[src/rtl/ext_bus_router.sv]
// ext_bus_router: routes one CPU bus master to NUM_CH slave channels chosen by the top address bits.
// Accesses are registered, with a per-access timeout and an error response for unmapped targets.
`default_nettype none

module ext_bus_router #(
   parameter int ADDR_W    = 24,
   parameter int DATA_W    = 16,
   parameter int NUM_CH    = 4,
   parameter int SEL_W     = 3,
   parameter int CH_ADDR_W = 21,
   parameter int TIMEOUT   = 255
) (
   input  logic                     clk,
   input  logic                     rst,
   input  logic [ADDR_W-1:0]        addr_i,
   input  logic [DATA_W-1:0]        wdata_i,
   input  logic                     re_i,
   input  logic                     we_i,
   output logic [DATA_W-1:0]        rdata_o,
   output logic                     needWait_o,
   output logic                     err_o,
   output logic [CH_ADDR_W-1:0]     ch_addr_o,
   output logic [DATA_W-1:0]        ch_wdata_o,
   input  logic [NUM_CH*DATA_W-1:0] ch_rdata_i,
   output logic [NUM_CH-1:0]        ch_re_o,
   output logic [NUM_CH-1:0]        ch_we_o,
   input  logic [NUM_CH-1:0]        ch_needWait_i
);

   localparam int CNT_W = $clog2(TIMEOUT + 1);

   typedef enum logic [1:0] {
      S_IDLE   = 2'd0,
      S_ACCESS = 2'd1,
      S_DONE   = 2'd2
   } state_t;

   state_t                r_state;
   state_t                w_state_nxt;
   logic [SEL_W-1:0]      r_sel;
   logic                  r_wr;
   logic [CNT_W-1:0]      r_cnt;
   logic [CH_ADDR_W-1:0]  r_addr;
   logic [DATA_W-1:0]     r_wdata;
   logic [DATA_W-1:0]     r_rdata;
   logic                  r_err;
   logic [NUM_CH-1:0]     r_re;
   logic [NUM_CH-1:0]     r_we;

   logic                  w_req;
   logic [SEL_W-1:0]      w_sel;
   logic                  w_mapped;
   logic [NUM_CH-1:0]     w_onehot;
   logic                  w_ch_wait;
   logic [DATA_W-1:0]     w_ch_rdata;
   logic                  w_tmo;

   assign w_req      = re_i | we_i;
   assign w_sel      = addr_i[ADDR_W-1 -: SEL_W];
   assign w_mapped   = ({1'b0, w_sel} < (SEL_W+1)'(NUM_CH));
   assign w_tmo      = (r_cnt == CNT_W'(TIMEOUT - 1));
   assign needWait_o = w_req & (r_state != S_DONE);

   always_comb begin
      w_onehot = '0;
      for (int k = 0; k < NUM_CH; k++) begin
         w_onehot[k] = (w_sel == SEL_W'(k));
      end
   end

   // r_sel is always a mapped channel while in ACCESS, so the mux needs no default branch.
   always_comb begin
      w_ch_wait  = 1'b0;
      w_ch_rdata = '0;
      for (int k = 0; k < NUM_CH; k++) begin
         if (r_sel == SEL_W'(k)) begin
            w_ch_wait  = ch_needWait_i[k];
            w_ch_rdata = ch_rdata_i[k*DATA_W +: DATA_W];
         end
      end
   end

   always_ff @(posedge clk or posedge rst) begin
      if (rst) r_state <= S_IDLE;
      else     r_state <= w_state_nxt;
   end

   always_comb begin
      w_state_nxt = r_state;
      case (r_state)
         S_IDLE: begin
            if (w_req) w_state_nxt = w_mapped ? S_ACCESS : S_DONE;
         end
         S_ACCESS: begin
            if (!w_req)                   w_state_nxt = S_IDLE;
            else if (!w_ch_wait || w_tmo) w_state_nxt = S_DONE;
         end
         S_DONE:  w_state_nxt = S_IDLE;
         default: w_state_nxt = S_IDLE;
      endcase
   end

   always_ff @(posedge clk or posedge rst) begin
      if (rst) begin
         r_sel   <= '0;
         r_wr    <= 1'b0;
         r_cnt   <= '0;
         r_addr  <= '0;
         r_wdata <= '0;
         r_rdata <= '0;
         r_err   <= 1'b0;
         r_re    <= '0;
         r_we    <= '0;
      end else begin
         case (r_state)
            S_IDLE: begin
               if (w_req) begin
                  r_sel   <= w_sel;
                  r_wr    <= we_i;
                  r_addr  <= addr_i[CH_ADDR_W-1:0];
                  r_wdata <= wdata_i;
                  r_cnt   <= '0;
                  if (w_mapped) begin
                     r_re <= we_i ? '0 : w_onehot;
                     r_we <= we_i ? w_onehot : '0;
                  end else begin
                     r_err   <= 1'b1;
                     r_rdata <= '1;
                  end
               end
            end
            S_ACCESS: begin
               if (!w_req) begin
                  r_re <= '0;
                  r_we <= '0;
               end else if (!w_ch_wait) begin
                  r_re  <= '0;
                  r_we  <= '0;
                  r_err <= 1'b0;
                  if (!r_wr) r_rdata <= w_ch_rdata;
               end else if (w_tmo) begin
                  r_re    <= '0;
                  r_we    <= '0;
                  r_err   <= 1'b1;
                  r_rdata <= '1;
               end else begin
                  r_cnt <= r_cnt + 1'b1;
               end
            end
            default: begin
               r_re <= '0;
               r_we <= '0;
            end
         endcase
      end
   end

   assign rdata_o    = r_rdata;
   assign err_o      = r_err;
   assign ch_addr_o  = r_addr;
   assign ch_wdata_o = r_wdata;
   assign ch_re_o    = r_re;
   assign ch_we_o    = r_we;

endmodule

`default_nettype wire

[config.mk]
export PLATFORM = sky130hd
export DESIGN_NAME = ext_bus_router
export DESIGN_NICKNAME = d
export VERILOG_FILES = /design/src/rtl/ext_bus_router.sv
export SDC_FILE = /design/constraint.sdc
export NUM_CORES = 1
export LEC_CHECK = 0
export CAP_MARGIN = 20
export CORE_ASPECT_RATIO = 1.5
export CORE_UTILIZATION = 43
export CTS_BUF_LIST = sky130_fd_sc_hd__clkbuf_2 sky130_fd_sc_hd__clkbuf_4 sky130_fd_sc_hd__clkbuf_8
export DETAILED_ROUTE_END_ITERATION = 10
export HOLD_SLACK_MARGIN = 0.03
export PLACE_DENSITY = 0.82
export SETUP_SLACK_MARGIN = 0.1
export SYNTH_ARGS = -nofsm -noshare
export SYNTH_HDL_FRONTEND = slang
export SYNTH_SLANG_ARGS = --single-unit
[constraint.sdc]
create_clock -name clk -period 2.8 [get_ports clk]
set_clock_uncertainty 0.05 [all_clocks]
set_input_delay 0.56 -clock clk [delete_from_list [all_inputs] [get_ports clk]]
set_output_delay 0.56 -clock clk [all_outputs]
set_load 0.01 [all_outputs]
==> Flow_metrics.wiki, run 1 <==
{| class="wikitable"
! Metric !! Value
|-
| Cell count of the worst reg-to-reg path || 5
|-
| Number of gates on the worst path with buffers counted || 4
|-
| Sum Neg Setup Slack || 0 ps
|-
| Asr flop ratio synth || 100%
|-
| Clock tree from TritonCTS || built
|-
| Count of H-tree levels built during CTS || 3
|-
| Synthesized netlist cell count || ~390
|-
| Largest net degree at the start of global routing || 46
|-
| Main combinational cell family by area after synthesis || simple AND/OR/NAND/NOR gates
|-
| Highest-delay cell along the critical path || sky130_fd_sc_hd__clkdlybuf4s50_1
|-
| Unrepaired setup endpoints after global routing || no
|-
| Register bit total from synthesis || 76
|-
| Most numerous cell on the critical path || sky130_fd_sc_hd__clkdlybuf4s50_1
|-
| Final wirelength || 9.61 mm
|-
| Vias per cell || ~5.1
|-
| Postcts setup bufs || 0
|-
| Clock latency of the later-clocked register in the worst-skew pair || around 350 ps
|-
| Placed cell area || roughly 5700 um^2
|-
| Final core utilization || between 60 and 70%
|-
| Number of buffers created by CTS || 9
|-
| Hold Path Class || flip-flop to flip-flop
|-
| Fraction of synthesized cell area in xor and xnor cells || 0%
|-
| Die outline width || around 80 um
|-
| Number of placed I/O pins || between 150 and 200
|-
| Number of distinct standard cells referenced by the synthesized netlist || 54
|-
| Power density over the cells || slightly below 800 nW/um^2
|-
| Number of flops mapped to enable cells by yosys || 0
|-
| CTS sink count || 76
|-
| Sequential cell area fraction in the yosys report || a little under 50%
|-
| Worst Path Buf+Inv || 2
|-
| Fin crit share || around 94%
|-
| Final std cell area, no fill || around 5900 um^2
|-
| Clk buf depth || 2
|-
| Routability Congestion || 0.782
|-
| Max incr delay on CP || about 520 ps
|-
| Wirelength per Cell || 14.1 um
|-
| Violation count after the first detailed-route iteration || around 100
|-
| Most frequent cell after synthesis || sky130_fd_sc_hd__nand2_1
|-
| Most common library cells after synthesis || 121 x sky130_fd_sc_hd__nand2_1, 76 x sky130_fd_sc_hd__dfrtp_1, 34 x sky130_fd_sc_hd__inv_1
|-
| Clk pin slew, worst setup/hold paths || 60 ps
|-
| HPWL after detailed placement || roughly 7.5 mm
|-
| Syn. warnings || 0
|-
| Rows || 42
|-
| Via count of the first global-routing pass || approximately 3500
|-
| Post-route ant nets || 0
|-
| Clock Tree Root || sky130_fd_sc_hd__clkbuf_8
|-
| Share of synthesized cell area in full adder, half adder and majority cells || less than 1%
|-
| DIE AREA || 9540 um^2
|-
| Worst-Margin Slew || 683 ps
|-
| Required time of the critical path || about 2200 ps
|-
| Syn Nets || ~510
|-
| Proportion of synthesized area in mux cells || between 10% and 20%
|-
| Leakage || around 2.7 nW
|-
| Top cells by area in the synthesized netlist || sky130_fd_sc_hd__dfrtp_1 48%, sky130_fd_sc_hd__nand2_1 12%, sky130_fd_sc_hd__mux4_2 5.2%
|-
| Leading register cell type out of synthesis || sky130_fd_sc_hd__dfrtp_1
|-
| Area growth syn-to-layout || 51.3%
|-
| Hold Path Cell Cnt || 2
|-
| Area share of and/or/nand/nor cells after synthesis || 21.2%
|-
| Max Freq || approximately 380 MHz
|-
| Status || complete, no violations
|-
| CP Capture Type || primary output
|-
| Global routing usage summed across all routing layers || about a fifth
|-
| Worst rel slew slack || a little over half
|-
| Cell-by-cell listing of the critical path || clkdlybuf4s50_1 -> nor2_1 -> a21oi_1 -> clkdlybuf4s50_1
|-
| Critical Path Fanout Max || 6
|-
| Number of max-cap violations || 0
|-
| Top cell type's share of synthesized area || approximately 48%
|-
| Wire length of the first global-routing pass || approximately 16 mm
|-
| Post-CTS Hold Fix Bufs || 0
|-
| Fin nets || approximately 680
|-
| Min cycle time layout || between 2000 and 3000 ps
|-
| Cell type with the largest total area after synthesis || sky130_fd_sc_hd__dfrtp_1
|-
| Floorplan core area || 8830 um^2
|-
| Final number of hold-violating endpoints || 0
|-
| Complex-gate fraction of the synthesized area || approximately 11%
|-
| Number of optimization iterations in the first detailed-route pass || 4
|-
| Overall overflow remaining after global route || 0
|-
| Total vias in the final route || 3451
|-
| Final max-slew violation count || 0
|-
| VDD IR-drop max || between 0.0003 and 0.0004 V
|-
| Post-route DRC || 0
|-
| Antenna violations before repair || 0
|-
| Number of inserted diodes || 0
|-
| Avg Synthesized Cell Area || 9.98 um^2
|-
| Critical Path Source Type || primary input
|-
| Height of the chip || between 100 and 150 um
|-
| Post-synthesis cell area || 3930 um^2
|-
| Top cell family by delay on the critical path || buffers and inverters
|-
| Port-buffer cells || approximately 170
|-
| Fraction of layout instances using a drive strength above 1 || between 10% and 20%
|-
| Final setup violating endpoints || 0
|-
| Number of resized instances in the post-cts repair step || 0
|-
| Setup CP Type || primary input to primary output
|-
| Data arrival time of the critical path || 2030 ps
|-
| Initial cell density of the core || 44.5%
|}
[report_power, final]
group          internal [W]  leakage [nW]  switching, W  total [W]
logic               0.00114          1.66      0.000922    0.00207
clock network      0.000449         0.103      0.000398   0.000847
registers           0.00143         0.905      0.000256    0.00169
total               0.00303          2.67       0.00158    0.00460
[area by class of cell]
class	instances	area, um^2
fillers	708	2880
flip-flops and latches	76	1900
repair buffers	180	1810
multi-input cells	263	1760
clock buffers	11	145
well taps	110	138
inverters	35	133
clock inverters	5	60.1
[logic make-up after synthesis]
group           after synthesis
compound gates               54
fa+ha+maj                     2
buf+inv                      55
flops                        76
mux                          23
simple gates                184
[final timing paths]
kind	from	endpoint	slack, ps
setup / recovery	we_i	needWait_o	160
setup reg to reg	r_sel[2]	rdata_o[13]	470
hold / removal	ch_addr_o[19]	ch_addr_o[19]	420
hold reg to reg	ch_addr_o[19]	ch_addr_o[19]	420
min in group asynchronous	rst	ch_wdata_o[5]	500
max in group asynchronous	rst	ch_addr_o[20]	1570
[flip-flops by register name (all words and copies together), names as in the netlist]
register,flops
ch_wdata_o,16
r_cnt,8
r_sel,3
rdata_o,16
ch_we_o,4
r_wr,1
ch_addr_o,21
err_o,1
r_state,2
ch_re_o,4
[stage by stage]
| stage | setup WS [ps] | std cells | total power, W | hold slack (ps) |
|---|---|---|---|---|
| floorplan | 252 | 394 | 0.00283 | 421 |
| global placement | 223 | 664 | 0.00372 | 408 |
| detailed placement | 227 | 664 | 0.00379 | 411 |
| CTS | 184 | 680 | 0.00466 | 430 |
| global route | 117 | 680 | 0.00491 | 444 |
| finish | 163 | 680 | 0.00460 | 425 |
[worst reg2reg max path: cells and delay by family (launching register included)]
kind	cells	cell delay, ps
flops	1	600
compound gates	2	750
buf+inv	1	360
simple gates	2	480
[metal layers]
metal	part of all wire, %	routed length [um]	GRT usage [%]
met2	55	5320	38.9
met1	36	3490	22.3
met3	6.5	627	5.59
met4	1.8	174	8.59
met5	0	0	0
[layout by cell type, fill, tap and decap left out, types with 2 or more instances in the layout]
cell | netlist | routed
sky130_fd_sc_hd__clkdlybuf4s50_1 | 0 | 174
sky130_fd_sc_hd__nand2_1 | 121 | 121
sky130_fd_sc_hd__dfrtp_1 | 76 | 76
sky130_fd_sc_hd__inv_1 | 34 | 33
sky130_fd_sc_hd__nor3_1 | 18 | 18
sky130_fd_sc_hd__nor2b_1 | 17 | 17
sky130_fd_sc_hd__a21oi_1 | 12 | 12
sky130_fd_sc_hd__a21oi_2 | 10 | 10
sky130_fd_sc_hd__clkbuf_8 | 0 | 10
sky130_fd_sc_hd__o21ai_0 | 9 | 9
sky130_fd_sc_hd__mux4_2 | 9 | 9
sky130_fd_sc_hd__mux4_1 | 7 | 7
sky130_fd_sc_hd__nor2_1 | 5 | 5
sky130_fd_sc_hd__nand3_1 | 4 | 4
sky130_fd_sc_hd__a31o_1 | 4 | 4
sky130_fd_sc_hd__nand4_1 | 4 | 4
sky130_fd_sc_hd__mux2_2 | 4 | 4
sky130_fd_sc_hd__buf_4 | 1 | 4
sky130_fd_sc_hd__o21a_1 | 3 | 3
sky130_fd_sc_hd__nand2b_1 | 2 | 2
sky130_fd_sc_hd__mux2i_2 | 2 | 2
sky130_fd_sc_hd__a31oi_1 | 2 | 2
sky130_fd_sc_hd__a41o_1 | 2 | 2
sky130_fd_sc_hd__clkinv_2 | 0 | 2
sky130_fd_sc_hd__and3_1 | 2 | 2
sky130_fd_sc_hd__ha_1 | 2 | 2
sky130_fd_sc_hd__buf_12 | 1 | 2
Power figures use the tool's default switching activity.
==> run 2: changes to the inputs <==
Settings changed: CORE_MARGIN set to 2.
==> Flow_metrics.wiki, run 2 (same netlist as run 1, synthesis figures left out) <==
{| class="wikitable"
! Metric !! Value
|-
| Global routing usage on met1 || 24.2%
|-
| Max incr delay on CP || approximately 500 ps
|-
| Power density over the cells || between 700 and 800 nW/um^2
|-
| Via count of the first global-routing pass || ~3500
|-
| Number of buffers created by CTS || 9
|-
| CP Capture Type || primary output
|-
| Required time of the critical path || 2190 ps
|-
| Fraction of layout instances using a drive strength above 1 || 11.0%
|-
| Leakage || between 2 and 3 nW
|-
| Clock latency of the later-clocked register in the worst-skew pair || between 300 and 400 ps
|-
| Post-route DRC || 0
|-
| Number of placed I/O pins || around 180
|-
| Wire length of the first global-routing pass || between 15 and 20 mm
|-
| Sum Neg Setup Slack || 0 ps
|-
| Clk buf depth || 2
|-
| Number of flip-flops under the largest register name || 21
|-
| Flop-to-flop setup slack || approximately 660 ps
|-
| Min cycle time layout || between 2000 and 3000 ps
|-
| CTS sink count || between 70 and 80
|-
| Number of optimization iterations in the first detailed-route pass || 4
|-
| Critical Path Source Type || primary input
|-
| Total vias in the final route || between 3000 and 4000
|-
| Leading cell type in the layout, fill and taps excluded || sky130_fd_sc_hd__clkdlybuf4s50_1
|-
| Count of H-tree levels built during CTS || 3
|-
| Post-route ant nets || 0
|-
| Worst hold path startpoint || ch_wdata_o[14]
|-
| Worst rel slew slack || between 50% and 60%
|-
| Global routing usage summed across all routing layers || 21.6%
|-
| Worst-Margin Slew || about 650 ps
|-
| Clk pin slew, worst setup/hold paths || 70 ps
|-
| VDD IR-drop max || between 0.0004 and 0.0005 V
|-
| Unrepaired setup endpoints after global routing || no
|-
| Wirelength per Cell || 14.5 um
|-
| Final setup violating endpoints || 0
|-
| Die outline width || 82.1 um
|-
| Worst flop-to-flop path startpoint || r_sel[2]
|-
| Critical Path Fanout Max || 6
|-
| Rows || between 40 and 50
|-
| Largest net degree at the start of global routing || 44
|-
| Final core utilization || between 60% and 70%
|-
| Vias per cell || approximately 5.1
|-
| Initial cell density of the core || 44.3%
|-
| Highest-delay cell along the critical path || sky130_fd_sc_hd__clkdlybuf4s50_1
|-
| Antenna violations before repair || 0
|-
| Number of max-cap violations || 0
|-
| Final max-slew violation count || 0
|-
| HPWL after detailed placement || roughly 7.6 mm
|-
| Launch point of the worst path || we_i
|-
| Fin nets || 680
|-
| Final wirelength || 9.90 mm
|-
| Routability Congestion || 0.840
|-
| Met3 usage in global routing || about 4.5%
|-
| Postcts setup bufs || 0
|-
| Area growth syn-to-layout || 50.9%
|-
| Post-CTS Hold Fix Bufs || 0
|-
| Floorplan core area || ~9000 um^2
|-
| Final number of hold-violating endpoints || 0
|-
| Most numerous cell on the critical path || sky130_fd_sc_hd__clkdlybuf4s50_1
|-
| Port-buffer cells || around 170
|-
| Number of resized instances in the post-cts repair step || 0
|-
| Total power of the final layout || around 0.0045 W
|-
| Fin crit share || about nine tenths
|-
| Top cell family by delay on the critical path || buffers and inverters
|-
| Overall overflow remaining after global route || 0
|-
| Worst Path Buf+Inv || 2
|-
| Most utilized layer in the global route result || met2
|-
| Met2 layer usage reported by global route || between 30% and 40%
|-
| Number of placed cells counting well taps || about 670
|-
| Hold Path Class || flip-flop to flip-flop
|-
| Cell-by-cell listing of the critical path || clkdlybuf4s50_1 -> nor2_1 -> a21oi_1 -> clkdlybuf4s50_1
|-
| Clock Tree Root || sky130_fd_sc_hd__clkbuf_8
|-
| Data arrival time of the critical path || just under 2000 ps
|-
| Leading cell types in the layout, fill and taps excluded || 174 x sky130_fd_sc_hd__clkdlybuf4s50_1, 121 x sky130_fd_sc_hd__nand2_1, 76 x sky130_fd_sc_hd__dfrtp_1
|-
| DIE AREA || 9940 um^2
|-
| Status || complete, no violations
|-
| Height of the chip || roughly 120 um
|-
| Setup CP Type || primary input to primary output
|-
| Clock tree from TritonCTS || built
|-
| Violation count after the first detailed-route iteration || 89
|-
| Max Freq || 390 MHz
|-
| Non-Filler Instances || 681
|-
| Number of inserted diodes || 0
|}
==> run 2: cell count changes in the layout (fill, tap and decap cells not counted), sizes merged <==
| cell | change |
|---|---|
| clkbuf | -2 |
| inv | +2 |
| buf | +1 |
| bufinv | -1 |
| clkinvlp | +1 |
==> run 2: power by group <==
| part | internal, W | switching [W] | leakage [nW] |
|---|---|---|---|
| logic | 0.00115 | 0.000939 | 1.66 |
| registers | 0.00143 | 0.000243 | 0.905 |
| clock network | 0.000333 | 0.000433 | 0.0868 |
==> run 2: worst reg2reg max path: stages, from the launching register on <==
cell and delay (ps):
sky130_fd_sc_hd__dfrtp_1 610, sky130_fd_sc_hd__nand2b_1 330, sky130_fd_sc_hd__o22a_2 290, sky130_fd_sc_hd__o211ai_4 560
sky130_fd_sc_hd__a21oi_1 160
==> run 2: area by class of cell <==
cell class,instances,area (um^2)
Sequential cell,76,1900
Inverter,35,133
Tap cell,110,138
Fill cell,721,2950
Timing Repair Buffer,181,1820
Multi-Input combinational cell,263,1760
Clock inverter,7,58.8
Clock buffer,9,124
==> run 2: final timing paths <==
kind / end / cells past startpoint
worst min-delay path: ch_wdata_o[14] / 2
worst max-delay path: needWait_o / 4
worst min register to register: ch_wdata_o[14] / 2
min in group asynchronous: ch_addr_o[0] / 2
worst max register to register: rdata_o[10] / 4
max in group asynchronous: ch_wdata_o[13] / 3
==> run 2: metal layers <==
metal	wire length (um)	share of wire (%)
met3	595	6.0
met5	0	0
met4	246	2.5
met1	3660	37
met2	5400	55
==> run 2: metrics by stage <==
stage          cell area, um^2  setup slack, ps  hold slack (ps)
6_report                  5930              233              428
3_5_place_dp              5750              243              411
4_1_cts                   5930              230              434
2_1_floorplan             3930              252              421
5_1_grt                   5930              140              452
3_3_place_gp              5750              270              408
==> run 3: changes to the inputs <==
Settings changed: CORE_UTILIZATION 43 to 30, PLACE_DENSITY 0.82 to unset, PLACE_DENSITY_LB_ADDON set to 0.2.
==> Flow_metrics.wiki, run 3 (same netlist as run 1, synthesis figures left out) <==
{| class="wikitable"
! Metric !! Value
|-
| Status || complete, no violations
|-
| Number of buffers created by CTS || 9
|-
| Sum Neg Setup Slack || 0 ps
|-
| Final number of hold-violating endpoints || 0
|-
| Max Freq || 393 MHz
|-
| Overall overflow remaining after global route || 0
|-
| DIE AREA || approximately 14000 um^2
|-
| Rows || just over 50
|-
| Wire length of the first global-routing pass || 16.7 mm
|-
| Post-route ant nets || 0
|-
| Unrepaired setup endpoints after global routing || no
|-
| CTS sink count || 76
|-
| Number of inserted diodes || 0
|-
| Leading cell type in the layout, fill and taps excluded || sky130_fd_sc_hd__clkdlybuf4s50_1
|-
| Initial cell density of the core || about 30%
|-
| Number of resized instances in the post-cts repair step || 0
|-
| Clk buf depth || 2
|-
| Leading cell types in the layout, fill and taps excluded || 174 x sky130_fd_sc_hd__clkdlybuf4s50_1, 121 x sky130_fd_sc_hd__nand2_1, 76 x sky130_fd_sc_hd__dfrtp_1
|-
| Port-buffer cells || ~170
|-
| Die outline width || just under 100 um
|-
| Number of flip-flops under the largest register name || 21
|-
| Floorplan core area || 12900 um^2
|-
| Total power of the final layout || around 0.0046 W
|-
| Final wirelength || roughly 9.8 mm
|-
| Worst rel slew slack || 55.8%
|-
| Required time of the critical path || ~2200 ps
|-
| Leakage || roughly 2.7 nW
|-
| Critical Path Source Type || primary input
|-
| Largest net degree at the start of global routing || 40
|-
| Setup CP Type || primary input to primary output
|-
| Area growth syn-to-layout || 53.6%
|-
| Power density over the cells || 758 nW/um^2
|-
| Post-route DRC || 0
|-
| Postcts setup bufs || 0
|-
| Post-CTS Hold Fix Bufs || 0
|-
| CP Capture Type || primary output
|-
| Critical Path Fanout Max || 5
|-
| Clk pin slew, worst setup/hold paths || ~80 ps
|-
| Clock Tree Root || sky130_fd_sc_hd__clkbuf_8
|-
| Total vias in the final route || approximately 3400
|-
| Routability Congestion || ~0.75
|-
| Clock latency of the later-clocked register in the worst-skew pair || between 300 and 400 ps
|-
| Vias per cell || ~4.7
|-
| Hold Path Class || flip-flop to flip-flop
|-
| Min cycle time layout || approximately 2500 ps
|-
| Number of max-cap violations || 0
|-
| Fraction of layout instances using a drive strength above 1 || a little under an eighth
|-
| Data arrival time of the critical path || about 1900 ps
|-
| HPWL after detailed placement || 7.59 mm
|-
| Height of the chip || between 100 and 150 um
|-
| Antenna violations before repair || 0
|-
| Wirelength per Cell || between 10 and 15 um
|-
| Global routing usage summed across all routing layers || between 10% and 20%
|-
| VDD IR-drop max || 0.000255 V
|-
| Final setup violating endpoints || 0
|-
| Final max-slew violation count || 0
|-
| Fin crit share || about nine tenths
|-
| Worst-Margin Slew || ~660 ps
|-
| Count of H-tree levels built during CTS || 3
|-
| Clock tree from TritonCTS || built
|-
| Violation count after the first detailed-route iteration || 94
|-
| Fin nets || about 690
|-
| Via count of the first global-routing pass || approximately 3600
|-
| Number of optimization iterations in the first detailed-route pass || 4
|-
| Number of placed I/O pins || 175
|}
[run 3: changes by cell type in the layout (fill, tap and decap cells not counted)]
| cell | delta |
|---|---|
| sky130_fd_sc_hd__buf_12 | -1 |
| sky130_fd_sc_hd__buf_4 | +6 |
| sky130_fd_sc_hd__bufinv_16 | +1 |
| sky130_fd_sc_hd__clkbuf_4 | +2 |
| sky130_fd_sc_hd__inv_6 | -3 |
[run 3: final timing paths]
path	depth (start not counted)	end	slack [ps]	from
worst min register to register	2	ch_addr_o[18]	430	ch_addr_o[18]
max in group asynchronous	3	r_cnt[6]	1560	rst
worst max register to register	4	rdata_o[12]	670	r_sel[2]
min in group asynchronous	2	r_cnt[0]	540	rst
worst max-delay path	4	needWait_o	250	re_i
worst min-delay path	2	ch_addr_o[18]	430	ch_addr_o[18]
[run 3: critical path: stages]
cell and delay, ps:
sky130_fd_sc_hd__clkdlybuf4s50_1 560, sky130_fd_sc_hd__nor2_1 100, sky130_fd_sc_hd__a21oi_1 120, sky130_fd_sc_hd__clkdlybuf4s50_1 580
[run 3: routing by layer]
layer	track usage (%)	routed length, um	up-vias
met2	26.9	5020	149
met1	15.5	3780	1606
met4	5.26	137	0
met3	5.07	853	11
li1	-	-	1669
met5	0	0	-
[run 3: area by class of cell]
cell class | instances | area (um^2)
inverter | 35 | 133
timing repair buffer | 186 | 1840
tap | 159 | 199
sequential | 76 | 1900
fill | 1222 | 6850
clock buffer | 11 | 139
multi-input combinational | 263 | 1760
clock inverter | 5 | 62.6
[run 3: power breakdown]
| group | internal (W) | total [W] | switching (W) |
|---|---|---|---|
| Clock | 0.000435 | 0.000848 | 0.000413 |
| Combinational | 0.00115 | 0.00206 | 0.000913 |
| Sequential | 0.00143 | 0.00167 | 0.000232 |
[run 3: per-stage QoR]
stage	setup WS [ps]	cells	cell area [um^2]	util (%)	hold slack, ps
6_report	254	735	6040	46.8	427
5_1_grt	170	735	6040	46.8	453
4_1_cts	240	735	6040	46.8	433
3_5_place_dp	242	719	5840	45.3	413
3_3_place_gp	252	719	5840	45.3	408
2_1_floorplan	252	394	3930	-	421
==> RTL edit 1: new RTL, flow settings as in run 1 <==
Make the reset (`rst`) synchronous in 2 clocked blocks.
--- a/src/rtl/ext_bus_router.sv
+++ b/src/rtl/ext_bus_router.sv
@@ -80,7 +80,7 @@
       end
    end
 
-   always_ff @(posedge clk or posedge rst) begin
+   always_ff @(posedge clk) begin
       if (rst) r_state <= S_IDLE;
       else     r_state <= w_state_nxt;
    end
@@ -100,7 +100,7 @@
       endcase
    end
 
-   always_ff @(posedge clk or posedge rst) begin
+   always_ff @(posedge clk) begin
       if (rst) begin
          r_sel   <= '0;
          r_wr    <= 1'b0;
Check against the original RTL: differs if rst is asserted again (counterexample within 4 cycles, from zero or initial values and one cycle with rst high); with rst held inactive, the same outputs for 4 cycles.
==> RTL edit 1 against run 1 <==
  * Global-route usage grew 2.8 points
  * Cell area down 6.0%
  * Routed wire length is 9.4% higher
  * Area after synthesis is 9.6% lower
  * Setup slack better by 84 ps
  * Sequential cell count unchanged
Power is not compared: it rests on default switching activity, and its combinational part moved more than twofold at a synthesized area within 25%.
==> RTL edit 1: results (changes against run 1) <==
gp_congestion: 0.860  # +10%
gr-usage-met1_pct: 28.0  # +5.7 points
ys_types: 48  # -11%
seq_area_frac_synth_pct: 42.8  # -5.6 points
dp_hpwl_um: 7830  # +4.3%
status: "complete, no violations"
synth_common_cells: "103 x nand2_1, 76 x dfxtp_1, 46 x a21oi_1"
vias: 3446  # -0.14%
post-place-cells: 656  # -1.2%
ys_warn_count: 0  # unchanged
htreeDepth: 3  # unchanged
post-cts-setup-buffers: 0  # unchanged
worstHoldPathType: "register to register"
synthArstFlopShare_pct: 0  # -100 points
wl_met1_um: 4230  # +21%
via_per_inst: 5.13  # +1.0%
clk_latency_ps: 330  # -20 ps
maxSlewHeadroom_pct: 56.0  # +1.5 points
insertedDiodeCount: 0  # unchanged
use_met2_pct: 42.8  # +3.9 points
cts_buffer_depth: 2  # unchanged
maxCapViolations: 0  # unchanged
syn_nets: 507  # -0.20%
track_usage_pct: 24.1  # +2.8 points
ys.flop_type: "dfxtp_1"
fillCellCount: 624  # -12%
cts.reportedPaths.clkPinSlew_ps: 70
min_from: "ch_addr_o[16]$_SDFFE_PP0P_"
dr_wl_met2_um: 5510  # +3.6%
fin_nets: 676  # -0.44%
ctsResizeCount: 0  # unchanged
drtIter0Drc: 230  # +120%
numPortBuffers: 174  # unchanged
crit-reg2reg-launch: "r_sel[1]$_SDFFE_PP0P_"
leakagePower_nw: 2.09
ir_drop_uv: 421
grt_max_degree: 56  # +22%
largest_reg_flops: 21  # unchanged
antenna_found_initial: 0  # unchanged
worst_ep_arrival_time_ps: 1940  # -90 ps
synthTopCellsByArea: "dfxtp_1 43%, nand2_1 11%, a21oi_1 6.5%"
grt_pass1_wl_um: 16600  # +6.2%
top_layer: "met4"
met3_usage_pct: 5.81  # +0.21 points
wire_per_inst_um: 15.6  # +11%
cts_made_buffers: 9  # unchanged
setup.worst_path.start: "we_i"
first_pass_iters: 4  # unchanged
clockRootBuffer: "clkbuf_8"
synth_area_per_cell_um2: 9.04  # -9.4%
drive_above_1_share_pct: 9.17  # -1.7 points
crit_fanout: 6  # unchanged
met3_length_um: 579  # -7.7%
[RTL edit 1: cell types whose count changed after synthesis, sizes merged, moves of 18 or more]
cell / change
nand2b: +18
dfrtp: -76
nand2: -18
dfxtp: +76
a21oi: +24
[RTL edit 1: critical path: stages]
cell and delay, ps:
clkdlybuf4s50_1 550, nor2_1 130, a21oi_1 140, clkdlybuf4s50_1 570
[RTL edit 1: stage by stage]
step                area [µm²]  utilization, %  setup WS, ps  total power (W)
detailed placement        5390            67.3           228          0.00197
finish                    5590            69.8           247          0.00280
CTS                       5590            69.8           247          0.00282
floorplan                 3550               -           872          0.00158
global placement          5390            67.3           259          0.00195
global route              5590            69.8           179          0.00293
[RTL edit 1: final timing paths]
check,end,slack [ps],depth (start not counted)
max,needWait_o,250,4
min,ch_addr_o[16]$_SDFFE_PP0P_,410,2
max reg2reg,rdata_o[4]$_SDFFE_PP0P_,650,4
min reg2reg,ch_addr_o[16]$_SDFFE_PP0P_,410,2
[RTL edit 1: final cells by class]
cell class	instances	area share, %
Clock buffer	12	2.84
Inverter	19	1.28
Tap cell	105	2.35
Timing Repair Buffer	182	32.4
Multi-Input combinational cell	274	33.1
Sequential cell	76	27.2
Clock inverter	4	0.850
[RTL edit 1: power breakdown]
part	total (W)	switching [W]	internal [W]
combinational	0.000727	0.000312	0.000415
clock	0.000853	0.000385	0.000468
sequential	0.00122	0.0000553	0.00116
[RTL edit 1: logic make-up (layout without fill, tap and decap cells)]
group	count (synthesis)	in the layout	share of synthesized area, %
AOI/OAI and AO/OA	90	90	18.2
adders and majority gates	2	2	0.704
buffers and inverters	43	217	5.21
DFF	76	76	42.8
muxes	21	21	12.2
and+or+nand+nor	161	161	20.9
==> RTL edit 2: new RTL, config.mk and constraints of run 1 <==
Without the edit above. Set the parameter `TIMEOUT` to 510 (it was 255).
--- a/src/rtl/ext_bus_router.sv
+++ b/src/rtl/ext_bus_router.sv
@@ -8,7 +8,7 @@
    parameter int NUM_CH    = 4,
    parameter int SEL_W     = 3,
    parameter int CH_ADDR_W = 21,
-   parameter int TIMEOUT   = 255
+   parameter int TIMEOUT   = 510
 ) (
    input  logic                     clk,
    input  logic                     rst,
Function: no difference found for any inputs over 4 cycles, from zero or initial values and one cycle with rst high; that may be too few to reach the edited logic, so the function may still have changed.
==> RTL edit 2 against run 1 <==
  * Worst hold slack better by 5.6 ps
  * Total power decreased by 3.8%
  * Cell area down 0.25%
  * First-iteration DRC count grew 42%
  * Setup slack better by 190 ps
  * Area after synthesis is 3.5% lower
  * Sequential cell count increased by 1
  * Critical endpoint unchanged
  * Routed wire length is 2.9% higher
==> RTL edit 2: results (changes against run 1) <==
finalWirelength_um: 9890  # +2.9%
r2r_slack_ps: 360  # -110 ps
place_area_um2: 5730  # -0.15%
grt_pass1_wl_um: 15500  # -0.84%
switchingPower_w: 0.00138  # -12%
clock_power_w: 0.000829  # -2%
post-place-cells: 562  # -15%
cpPeakStageDelay_ps: 540  # +20 ps
cts.reportedPaths.clkPinSlew_ps: 80  # +20 ps
ir_drop_uv: 513  # +34%
leakagePower_nw: 2.36  # -11%
drtIter0Drc: 148  # +42%
sequentialPowerShare_pct: 36.2  # -0.5 points
synth_common_cells: "77 x dfrtp_1, 40 x mux2_2, 19 x nand2b_1"
drive_above_1_share_pct: 21.4  # +11 points
dr_wl_met2_um: 5250  # -1.3%
synthMuxAreaShare_pct: 23.1  # +11 points
hold_ws_ps: 430  # +5.59 ps
reg2regPathDepth: 6  # +1
timing.rr.end: "ch_re_o[2]$_DFFE_PP0P_"
vias: 3052  # -12%
status: "complete, no violations"
crit_fanout: 5  # -1
ys_types: 45  # -17%
dp_hpwl_um: 7730  # +2.8%
wl_met1_um: 3660  # +5.0%
RTL edit 2: worst min path at each step:
stage                                         start                         to
final                        ch_we_o[1]$_DFFE_PP0P_     ch_we_o[1]$_DFFE_PP0P_
after global routing      ch_wdata_o[7]$_DFFE_PP0P_  ch_wdata_o[7]$_DFFE_PP0P_
after CTS                    ch_we_o[1]$_DFFE_PP0P_     ch_we_o[1]$_DFFE_PP0P_
after detailed placement     ch_we_o[1]$_DFFE_PP0P_     ch_we_o[1]$_DFFE_PP0P_
after global placement       ch_we_o[3]$_DFFE_PP0P_     ch_we_o[3]$_DFFE_PP0P_
after floorplan                r_cnt[2]$_DFFE_PP0P_       r_cnt[2]$_DFFE_PP0P_
RTL edit 2: layout make-up:
type                    count  area, µm²  share of cell area [%]
flip-flops and latches     77       1930                    32.5
repair buffers            188       1880                    31.8
multi-input cells         185       1770                    29.8
well taps                 107        134                    2.26
clock buffers               9        124                    2.09
clock inverters             7       75.1                    1.27
inverters                   5       18.8                   0.316
